## src/rtl/fir_pkg.sv

```systemverilog
// fir_pkg: shared FIR datapath constants and the sample-controller FSM state type.
package fir_pkg;
    localparam int DMEM_DEPTH = 2560;
    localparam int DMEM_AW    = 12;
    localparam int SAMPLE_DW  = 16;
    localparam int TAP_W      = 8;
    typedef enum logic [2:0] {IDLE, WR, RD_ADDR, RD_WAIT, RD_CAP, OUT, INIT} state_e;
endpackage

```

## src/rtl/fir_ring_addr.sv

```systemverilog
// fir_ring_addr: modulo-DEPTH tap address (ptr - k) and wrapping pointer increment.
module fir_ring_addr
    import fir_pkg::*;
#(
    parameter int DEPTH = DMEM_DEPTH,
    parameter int AW    = DMEM_AW
) (
    input  logic [AW-1:0]    ptr_i,
    input  logic [TAP_W-1:0] k_i,
    output logic [AW-1:0]    addr_o,
    output logic [AW-1:0]    ptr_inc_o
);
    logic [AW-1:0] k_ext;
    always_comb begin
        k_ext     = AW'(k_i);
        addr_o    = (ptr_i < k_ext) ? ptr_i + AW'(DEPTH) - k_ext : ptr_i - k_ext;
        ptr_inc_o = (ptr_i == AW'(DEPTH - 1)) ? '0 : ptr_i + AW'(1);
    end
endmodule

```

## src/rtl/fir_sample_ctrl.sv

```systemverilog
// fir_sample_ctrl: circular sample buffer over dmem10, streams newest NTAPS samples per input.
// Define SCTRL_ZERO_INIT_EN to zero the whole buffer after reset instead of masking via fill.
module fir_sample_ctrl
    import fir_pkg::*;
#(
    parameter int DEPTH = DMEM_DEPTH,
    parameter int NTAPS = 32,
    parameter int AW    = DMEM_AW,
    parameter int DW    = SAMPLE_DW
) (
    input  logic          clk,
    input  logic          rst_n,
    input  logic          in_valid,
    input  logic [DW-1:0] in_data,
    output logic          in_ready,
    output logic          out_valid,
    input  logic          out_ready,
    output logic [DW-1:0] out_data,
    output logic [7:0]    out_tap,
    output logic          out_last,
    output logic          mem_cen,
    output logic          mem_wen,
    output logic [AW-1:0] mem_a,
    output logic [DW-1:0] mem_d,
    input  logic [DW-1:0] mem_q
);
    localparam logic [TAP_W:0]   FILL_MAX = (TAP_W + 1)'(NTAPS);
    localparam logic [TAP_W-1:0] K_LAST   = TAP_W'(NTAPS - 1);

    state_e           state_q;
    logic [AW-1:0]    wr_ptr_q, rd_addr, ptr_inc;
    logic [TAP_W:0]   fill_q;
    logic [TAP_W-1:0] k_q;
    logic             in_ready_q, out_valid_q, out_last_q, mem_cen_q, mem_wen_q;
    logic [DW-1:0]    out_data_q, mem_d_q;
    logic [7:0]       out_tap_q;
    logic [AW-1:0]    mem_a_q;

    fir_ring_addr #(.DEPTH(DEPTH), .AW(AW)) u_ring (
        .ptr_i    (wr_ptr_q),
        .k_i      (k_q),
        .addr_o   (rd_addr),
        .ptr_inc_o(ptr_inc)
    );

    assign in_ready  = in_ready_q;
    assign out_valid = out_valid_q;
    assign out_data  = out_data_q;
    assign out_tap   = out_tap_q;
    assign out_last  = out_last_q;
    assign mem_cen   = mem_cen_q;
    assign mem_wen   = mem_wen_q;
    assign mem_a     = mem_a_q;
    assign mem_d     = mem_d_q;

    always_ff @(posedge clk or negedge rst_n) begin
        if (!rst_n) begin
`ifdef SCTRL_ZERO_INIT_EN
            state_q     <= INIT;
`else
            state_q     <= IDLE;
`endif
            wr_ptr_q    <= '0;
            fill_q      <= '0;
            k_q         <= '0;
            in_ready_q  <= 1'b0;
            out_valid_q <= 1'b0;
            out_data_q  <= '0;
            out_tap_q   <= '0;
            out_last_q  <= 1'b0;
            mem_cen_q   <= 1'b1;
            mem_wen_q   <= 1'b1;
            mem_a_q     <= '0;
            mem_d_q     <= '0;
        end else begin
            case (state_q)
`ifdef SCTRL_ZERO_INIT_EN
                INIT: begin
                    // mem_a doubles as the clear counter; cen still high marks the first cycle
                    if (mem_cen_q) begin
                        mem_cen_q <= 1'b0;
                        mem_wen_q <= 1'b0;
                        mem_a_q   <= '0;
                        mem_d_q   <= '0;
                    end else if (mem_a_q == AW'(DEPTH - 1)) begin
                        mem_cen_q  <= 1'b1;
                        mem_wen_q  <= 1'b1;
                        mem_a_q    <= '0;
                        fill_q     <= FILL_MAX;
                        in_ready_q <= 1'b1;
                        state_q    <= IDLE;
                    end else begin
                        mem_a_q <= mem_a_q + AW'(1);
                    end
                end
`endif
                IDLE: begin
                    if (in_valid && in_ready_q) begin
                        mem_d_q    <= in_data;
                        mem_a_q    <= wr_ptr_q;
                        mem_cen_q  <= 1'b0;
                        mem_wen_q  <= 1'b0;
                        in_ready_q <= 1'b0;
                        state_q    <= WR;
                    end else begin
                        in_ready_q <= 1'b1;
                    end
                end
                WR: begin
                    mem_cen_q <= 1'b1;
                    mem_wen_q <= 1'b1;
                    fill_q    <= (fill_q >= FILL_MAX) ? FILL_MAX : fill_q + 1'b1;
                    k_q       <= '0;
                    state_q   <= RD_ADDR;
                end
                RD_ADDR: begin
                    out_tap_q  <= k_q;
                    out_last_q <= (k_q == K_LAST);
                    // taps beyond the samples written since reset read as zero
                    if ({1'b0, k_q} < fill_q) begin
                        mem_a_q   <= rd_addr;
                        mem_cen_q <= 1'b0;
                        mem_wen_q <= 1'b1;
                        state_q   <= RD_WAIT;
                    end else begin
                        out_data_q  <= '0;
                        out_valid_q <= 1'b1;
                        state_q     <= OUT;
                    end
                end
                RD_WAIT: begin
                    mem_cen_q <= 1'b1;
                    state_q   <= RD_CAP;
                end
                RD_CAP: begin
                    out_data_q  <= mem_q;
                    out_valid_q <= 1'b1;
                    state_q     <= OUT;
                end
                OUT: begin
                    if (out_ready) begin
                        out_valid_q <= 1'b0;
                        if (out_last_q) begin
                            wr_ptr_q   <= ptr_inc;
                            in_ready_q <= 1'b1;
                            state_q    <= IDLE;
                        end else begin
                            k_q     <= k_q + 1'b1;
                            state_q <= RD_ADDR;
                        end
                    end
                end
                default: state_q <= IDLE;
            endcase
        end
    end
endmodule
```

## config.mk

```make
export PLATFORM = sky130hd
export DESIGN_NAME = fir_sample_ctrl
export DESIGN_NICKNAME = d
export VERILOG_FILES = /design/src/rtl/fir_pkg.sv /design/src/rtl/fir_ring_addr.sv /design/src/rtl/fir_sample_ctrl.sv
export SDC_FILE = /design/constraint.sdc
export NUM_CORES = 1
export LEC_CHECK = 0
export BUFFER_PORTS_ARGS = -buffer_cell sky130_fd_sc_hd__buf_4
export CORE_UTILIZATION = 50
export CTS_CLUSTER_SIZE = 10
export DETAILED_ROUTE_END_ITERATION = 8
export PLACE_DENSITY = 0.82
export SETUP_SLACK_MARGIN = 0.02
export SLEW_MARGIN = 20
export SYNTH_ARGS = -nofsm -noshare
export SYNTH_HDL_FRONTEND = slang
export SYNTH_SLANG_ARGS = --single-unit
```

## constraint.sdc

```tcl
create_clock -name clk -period 2.9 [get_ports clk]
set_input_delay 0.58 -clock clk [delete_from_list [all_inputs] [get_ports clk]]
set_output_delay 0.58 -clock clk [all_outputs]
set_load 0.005 [all_outputs]
```

==> results of run 1 <==
## timing repair
item	in CTS	in global routing
buffers inserted	1	14
resized for setup	6	23
pin swaps	2	12
endpoints found under the setup margin	3	5
## sequential cells by signal (all words and copies together), names as in the netlist
| register | flops |
|---|---|
| mem_wen | 1 |
| in_ready | 1 |
| out_last | 1 |
| wr_ptr_q | 12 |
| k_q | 8 |
| out_tap | 8 |
| mem_a | 12 |
| fill_q | 9 |
| mem_d | 16 |
| state_q | 3 |
| out_data | 16 |
| out_valid | 1 |
| mem_cen | 1 |
## area by class of cell
class | count | area (um^2) | share of cell area [%]
timing repair buffer | 137 | 1040 | 15.7
multi-input combinational | 378 | 2800 | 42.2
clock buffer | 13 | 149 | 2.24
tap | 133 | 166 | 2.51
sequential | 89 | 2230 | 33.7
clock inverter | 3 | 90.1 | 1.36
inverter | 40 | 150 | 2.26
## metal layers
metal	GRT usage, %	wire length, um	vias up
li1	-	-	2108
met1	34.5	5830	2184
met2	42.4	6510	196
met3	5.41	945	26
met4	8.27	248	0
met5	0	0	-
## power by group
| part | total (mW) | switching, mW | leakage, nW | internal, mW |
|---|---|---|---|---|
| sequential | 1.94 | 0.294 | 1.13 | 1.65 |
| combinational | 2.02 | 0.972 | 1.89 | 1.05 |
| clock | 1.04 | 0.443 | 0.118 | 0.598 |
| total | 5.01 | 1.71 | 3.13 | 3.30 |
## cells in the final DEF (no fill, tap or decap), types with 17 or more instances in the layout
master and n:
dfrtp_1 84, nand2_1 51, xnor2_1 22, nor2_1 45
a22o_1 17, ha_1 26, o21ai_0 36, inv_1 32
a21oi_1 18, buf_4 135
## critical path, stage by stage (launching register included)
cell,delay (ns)
dfrtp_2,0.48
ha_4,0.19
inv_2,0.05
fa_1,0.43
or4b_4,0.56
a31o_1,0.23
and4_4,0.15
o41a_1,0.45
a21oi_2,0.15
a21o_1,0.09
## cell families after synthesis
| family | after synthesis |
|---|---|
| AND/OR/NAND/NOR | 166 |
| AO/OA/AOI/OAI | 125 |
| adder cells (fa/ha/maj) | 41 |
| flip-flops | 89 |
| buffers and inverters | 55 |
| XOR/XNOR | 27 |
| multiplexers | 19 |
## final timing paths
check                         endpoint  depth (start not counted)
setup / recovery              mem_a[9]                          9
hold / removal               mem_d[10]                          1
setup reg to reg              mem_a[9]                          9
hold reg to reg             out_tap[0]                          2
max in group asynchronous  wr_ptr_q[7]                          2
min in group clk           out_data[0]                          2
## per-stage QoR
step	cell area (um^2)	power [mW]	instances
final	6640	5.01	793
after global routing	6640	5.33	793
after CTS	6470	5.01	779
after detailed placement	6190	3.96	762
after global placement	6190	3.88	762
after floorplan	5180	2.99	522
==> impl_metrics.yaml, run 1 <==
detailed_routing:
  drt-pass1-iter-count: 5
  first_iter_violations: 295
  routed_wl_mm: 13.5
  drc: 0
  drtAntennaViolNets: 0
  vias_per_cell: 5.69
  num_vias: 4514
  wl_per_cell_um: 17.1
yosys:
  synthTopCellsByCount: "dfrtp_1 (87), nand2_1 (51), nor2_1 (45)"
  syn_inst: 522
  ys_types: 68
  syn_nets: 599
  synth_top_flop_cell: "dfrtp_1"
  synth_top_family_by_area: "compound AO/OA/AOI/OAI gates"
  avgSynthCellArea_um2: 9.93
  yosysSeqAreaShare_pct: 43.0
  synth-xor-area-share_pct: 4.56
  synthTopCellsByArea: "dfrtp_1 (42%), ha_1 (8.0%), xnor2_1 (3.9%)"
  synth_compound_area_share_pct: 16.4
  synthAdderAreaFrac_pct: 11.1
  async_flop_share_pct: 100
  syn_area_um2: 5180
  synth_warnings: 0
  synthMuxAreaShare_pct: 4.06
  synth_simple_gate_area_share_pct: 16.4
  synth_top_area_share_pct: 42.0
  synth-seq-cells: 89
  yosys.area.top_type: "dfrtp_1"
  synth_edf_count: 0
  synth.most_common_cell: "dfrtp_1"
floorplanning:
  coreArea_um2: 9910
  num_io_pins: 93
  die_w_um: 104
  die_area_um2: 10800
  initial_core_util_pct: 52.3
  chipHeight_um: 104
  rows: 36
sta:
  finalHoldWorstSlack_ns: 0.208
  setup_slack_ns: 0.0609
  maxSlewViolCount: 0
  relSlewSlack_pct: 54.2
  final.min_clock_period_ns: 2.84
  worstMarginPinSlew_ns: 0.685
  clock.fmax_mhz: 352
  skew_ns: 0.0105
  setup_viol: 0
  finalHoldViolations: 0
  rsz0062_at_grt: "yes"
  tns_ns: 0
  finalCritPeriodShare_pct: 97.9
clock_network:
  cts.clk_slew.worst_paths_ns: 0.09
  numCtsBuffers: 9
  cts_tree: "done"
  cts_root_buffer: "clkbuf_8"
  clock_latency_ns: 0.36
  cts_buffer_depth: 2
  cts.sinks: 89
  holdBufCountCts: 0
  cts_max_level: 3
run_status:
  status: "complete, no violations"
setup_path:
  startpoint_type: "flip-flop"
  cp.required_ns: 3.21
  crit_type: "flip-flop to flip-flop"
  endpoint_kind: "flip-flop"
  startpoint: "wr_ptr_q[5]"
  critPathMaxFanout: 5
  ff2ff_setup_slack_ns: 0.06
  worst_ep_arrival_time_ns: 3.15
  crit-reg2reg-launch: "wr_ptr_q[5]"
layout:
  syn_to_final_growth_pct: 28.0
  nets: 732
  diodes: 0
  utilization_pct: 67.0
  drive_gt1_share_pct: 31.7
  num-fill-cells: 759
grt:
  grt_max_degree: 47
  antenna_found_initial: 0
  grt-ovfl-total: 0
  grt_pass1_vias: 4607
  grt_pass1_wl_mm: 22.3
  track_usage_pct: 25.9
run:
  drv_cap: 0
place:
  dp_worst_setup_slack_ns: -0.0664
  numPortBuffers: 92
  dp_hpwl_mm: 9.88
  gp_congestion: 0.928
pwr:
  pwr_density_cell_nw_per_um2: 754
  leakage_nw: 3.13
  ir_drop_uv: 465
worst_hold_path:
  hp-class: "input pin to asynchronous set/reset pin"
(Power assumes the default switching activity.)
==> run 2, diff against run 1 <==
==> constraint.sdc (replaced) <==
create_clock -name clk -period 2.9 [get_ports clk]
set_input_delay 0.29 -clock clk [delete_from_list [all_inputs] [get_ports clk]]
set_output_delay 0.29 -clock clk [all_outputs]
set_load 0.005 [all_outputs]
==> run 2 against run 1 <==
Against the previous run:
- the flow now finishes with violations (hold timing)
- sequential power about the same
- largest power group unchanged
- via count is 0.60% lower
- highest routed layer unchanged
- clock skew up 0.0025 ns
- largest cell class unchanged
- first-iteration DRC count down 11%
- worst setup slack got worse by 0.054 ns
- non-clock buffer count down 7
- count of clock-buffer cells in the layout down 1
- routed wire length shrank 2.1%
- sequential share of layout area rose by 0.67 points
- clock power is 23% lower
==> impl_metrics.yaml, run 2 (synthesized netlist as in run 1, its figures left out) <==
clock_network:
  cts_max_level: 3
  cts.sinks: 89
  cts_tree: "done"
  numCtsBuffers: 9
  cts_buffer_depth: 2
  cts.clk_slew.worst_paths_ns: 0.09
  clock_latency_ns: 0.36
  cts_root_buffer: "clkbuf_8"
  holdBufCountCts: 0
setup_path:
  startpoint: "k_q[4]"
  crit_family: "compound AO/OA/AOI/OAI gates"
  rr_worst_depth: 10
  crit_chain: "inv_2 -> ha_4 -> inv_1 -> fa_1 -> or4b_4 -> a31o_1 -> and4_4 -> o41a_1 -> a21oi_2 -> a21o_1"
  crit_cells: 10
  crit_slowest_cell: "or4b_4"
  crit_type: "flip-flop to flip-flop"
  critPathCapture: "mem_a[9]"
  startpoint_type: "flip-flop"
  worst_ep_arrival_time_ns: 3.20
  critPathBufInv: 2
  cp.required_ns: 3.20
  endpoint_kind: "flip-flop"
  ff2ff_setup_slack_ns: 0.007
  crit-reg2reg-launch: "k_q[4]"
  critPathMaxFanout: 3
  critPathMaxStageDelay_ns: 0.56
  r2r-end: "mem_a[9]"
layout:
  diodes: 0
  num-fill-cells: 762
  final_common_cell: "buf_4"
  syn_to_final_growth_pct: 25.5
  nets: 725
  layout_common_cells: "buf_4 (129), dfrtp_1 (84), nand2_1 (51)"
  stdcell_count: 786
  drive_gt1_share_pct: 30.8
  fin_area_um2: 6500
place:
  gp_congestion: 0.921
  numPortBuffers: 92
  dp_hpwl_mm: 9.74
  dpl.cell_count: 761
  placedInstanceArea_um2: 6170
grt:
  grt-ovfl-total: 0
  antenna_found_initial: 0
  grt_pass1_vias: 4517
  track_usage_pct: 25.7
  grt_max_degree: 90
  grt_pass1_wl_mm: 21.9
floorplanning:
  chipHeight_um: 104
  coreArea_um2: 9910
  die_area_um2: 10800
  num_io_pins: 93
  initial_core_util_pct: 52.3
  rows: 36
  die_w_um: 104
run:
  drv_cap: 0
run_status:
  status: "finished, violations left"
  failed_checks: "hold timing"
detailed_routing:
  drt-pass1-iter-count: 7
  drtAntennaViolNets: 0
  num_vias: 4487
  routed_wl_mm: 13.2
  drc: 0
  vias_per_cell: 5.71
  first_iter_violations: 264
  wl_per_cell_um: 16.8
pwr:
  ir_drop_uv: 507
  leakage_nw: 3.06
  total_power_mw: 4.75
  pwr_density_cell_nw_per_um2: 730
sta:
  finalHoldViolations: 6
  setup_viol: 0
  final.min_clock_period_ns: 2.89
  worstMarginPinSlew_ns: 0.801
  maxSlewViolCount: 0
  relSlewSlack_pct: 46.6
  rsz0062_at_grt: "yes"
  clock.fmax_mhz: 346
  skew_ns: 0.0130
  finalHoldWorstSlack_ns: -0.0165
  finalCritPeriodShare_pct: 99.7
worst_hold_path:
  hp-class: "input pin to asynchronous set/reset pin"
[run 2: changes by cell type in the layout (fill, tap and decap cells not counted), sizes merged]
cell	delta
clkinv	+4
buf	-7
bufinv	-3
clkbuf	-1
[run 2: final cells by class]
class                   count  area (um^2)  share of cell area [%]
well taps                 133          166                    2.56
inverters                  40          153                    2.35
flip-flops and latches     89         2230                    34.3
multi-input cells         378         2790                    42.9
repair buffers            130          980                    15.1
clock buffers              12          155                    2.39
clock inverters             4         27.5                   0.423
[run 2: what timing repair did]
item                                    CTS  global route
endpoints found under the setup margin    3             4
resized for setup                         7            17
pin swaps                                 3             9
hold endpoints to repair                  0             0
setup buffers                             1             9
[run 2: how the worst min path moves through the flow]
stage | startpoint | endpoint | slack, ns | depth (start not counted)
final | rst_n | mem_d[10] | -0.02 | 1
after global routing | rst_n | mem_d[7] | 0.04 | 1
after CTS | mem_q[10] | out_data[10] | 0.13 | 2
after detailed placement | out_tap[1] | out_tap[1] | 0.47 | 2
after global placement | out_tap[0] | out_tap[0] | 0.47 | 2
after floorplan | rst_n | fill_q[0] | -0.006 | 0
[run 2: per-layer routing]
| metal | up-vias | track usage (%) | wire (um) |
|---|---|---|---|
| met1 | 2192 | 33.4 | 5720 |
| met3 | 19 | 7.43 | 1010 |
| met2 | 193 | 41.6 | 6330 |
| met4 | 0 | 7.65 | 188 |
| met5 | - | 0 | 0 |
| li1 | 2083 | - | - |
[run 2: power breakdown]
group	switching (mW)	total, mW	internal, mW
clock	0.445	0.804	0.359
combinational	0.967	2.01	1.05
sequential	0.284	1.93	1.65
[run 2: metrics by stage]
stage / worst slack (ns) / hold WS, ns / TNS (ns) / utilization (%)
floorplan: 0.0664 / -0.00559 / 0 / -
detailed placement: -0.0755 / 0.474 / -0.140 / 62.3
CTS: 0.0364 / 0.130 / 0 / 64.5
global route: -0.0857 / 0.0381 / -0.0976 / 65.6
finish: 0.00744 / -0.0165 / 0 / 65.6
global placement: 0.0511 / 0.466 / 0 / 62.3
[run 2: worst reg2reg max path: cells and delay by family, from the launching register on]
family / cells / cell delay (ns)
simple gates: 2 / 0.71
compound gates: 4 / 0.92
fa+ha+maj: 2 / 0.65
buf+inv: 2 / 0.15
flops: 1 / 0.40
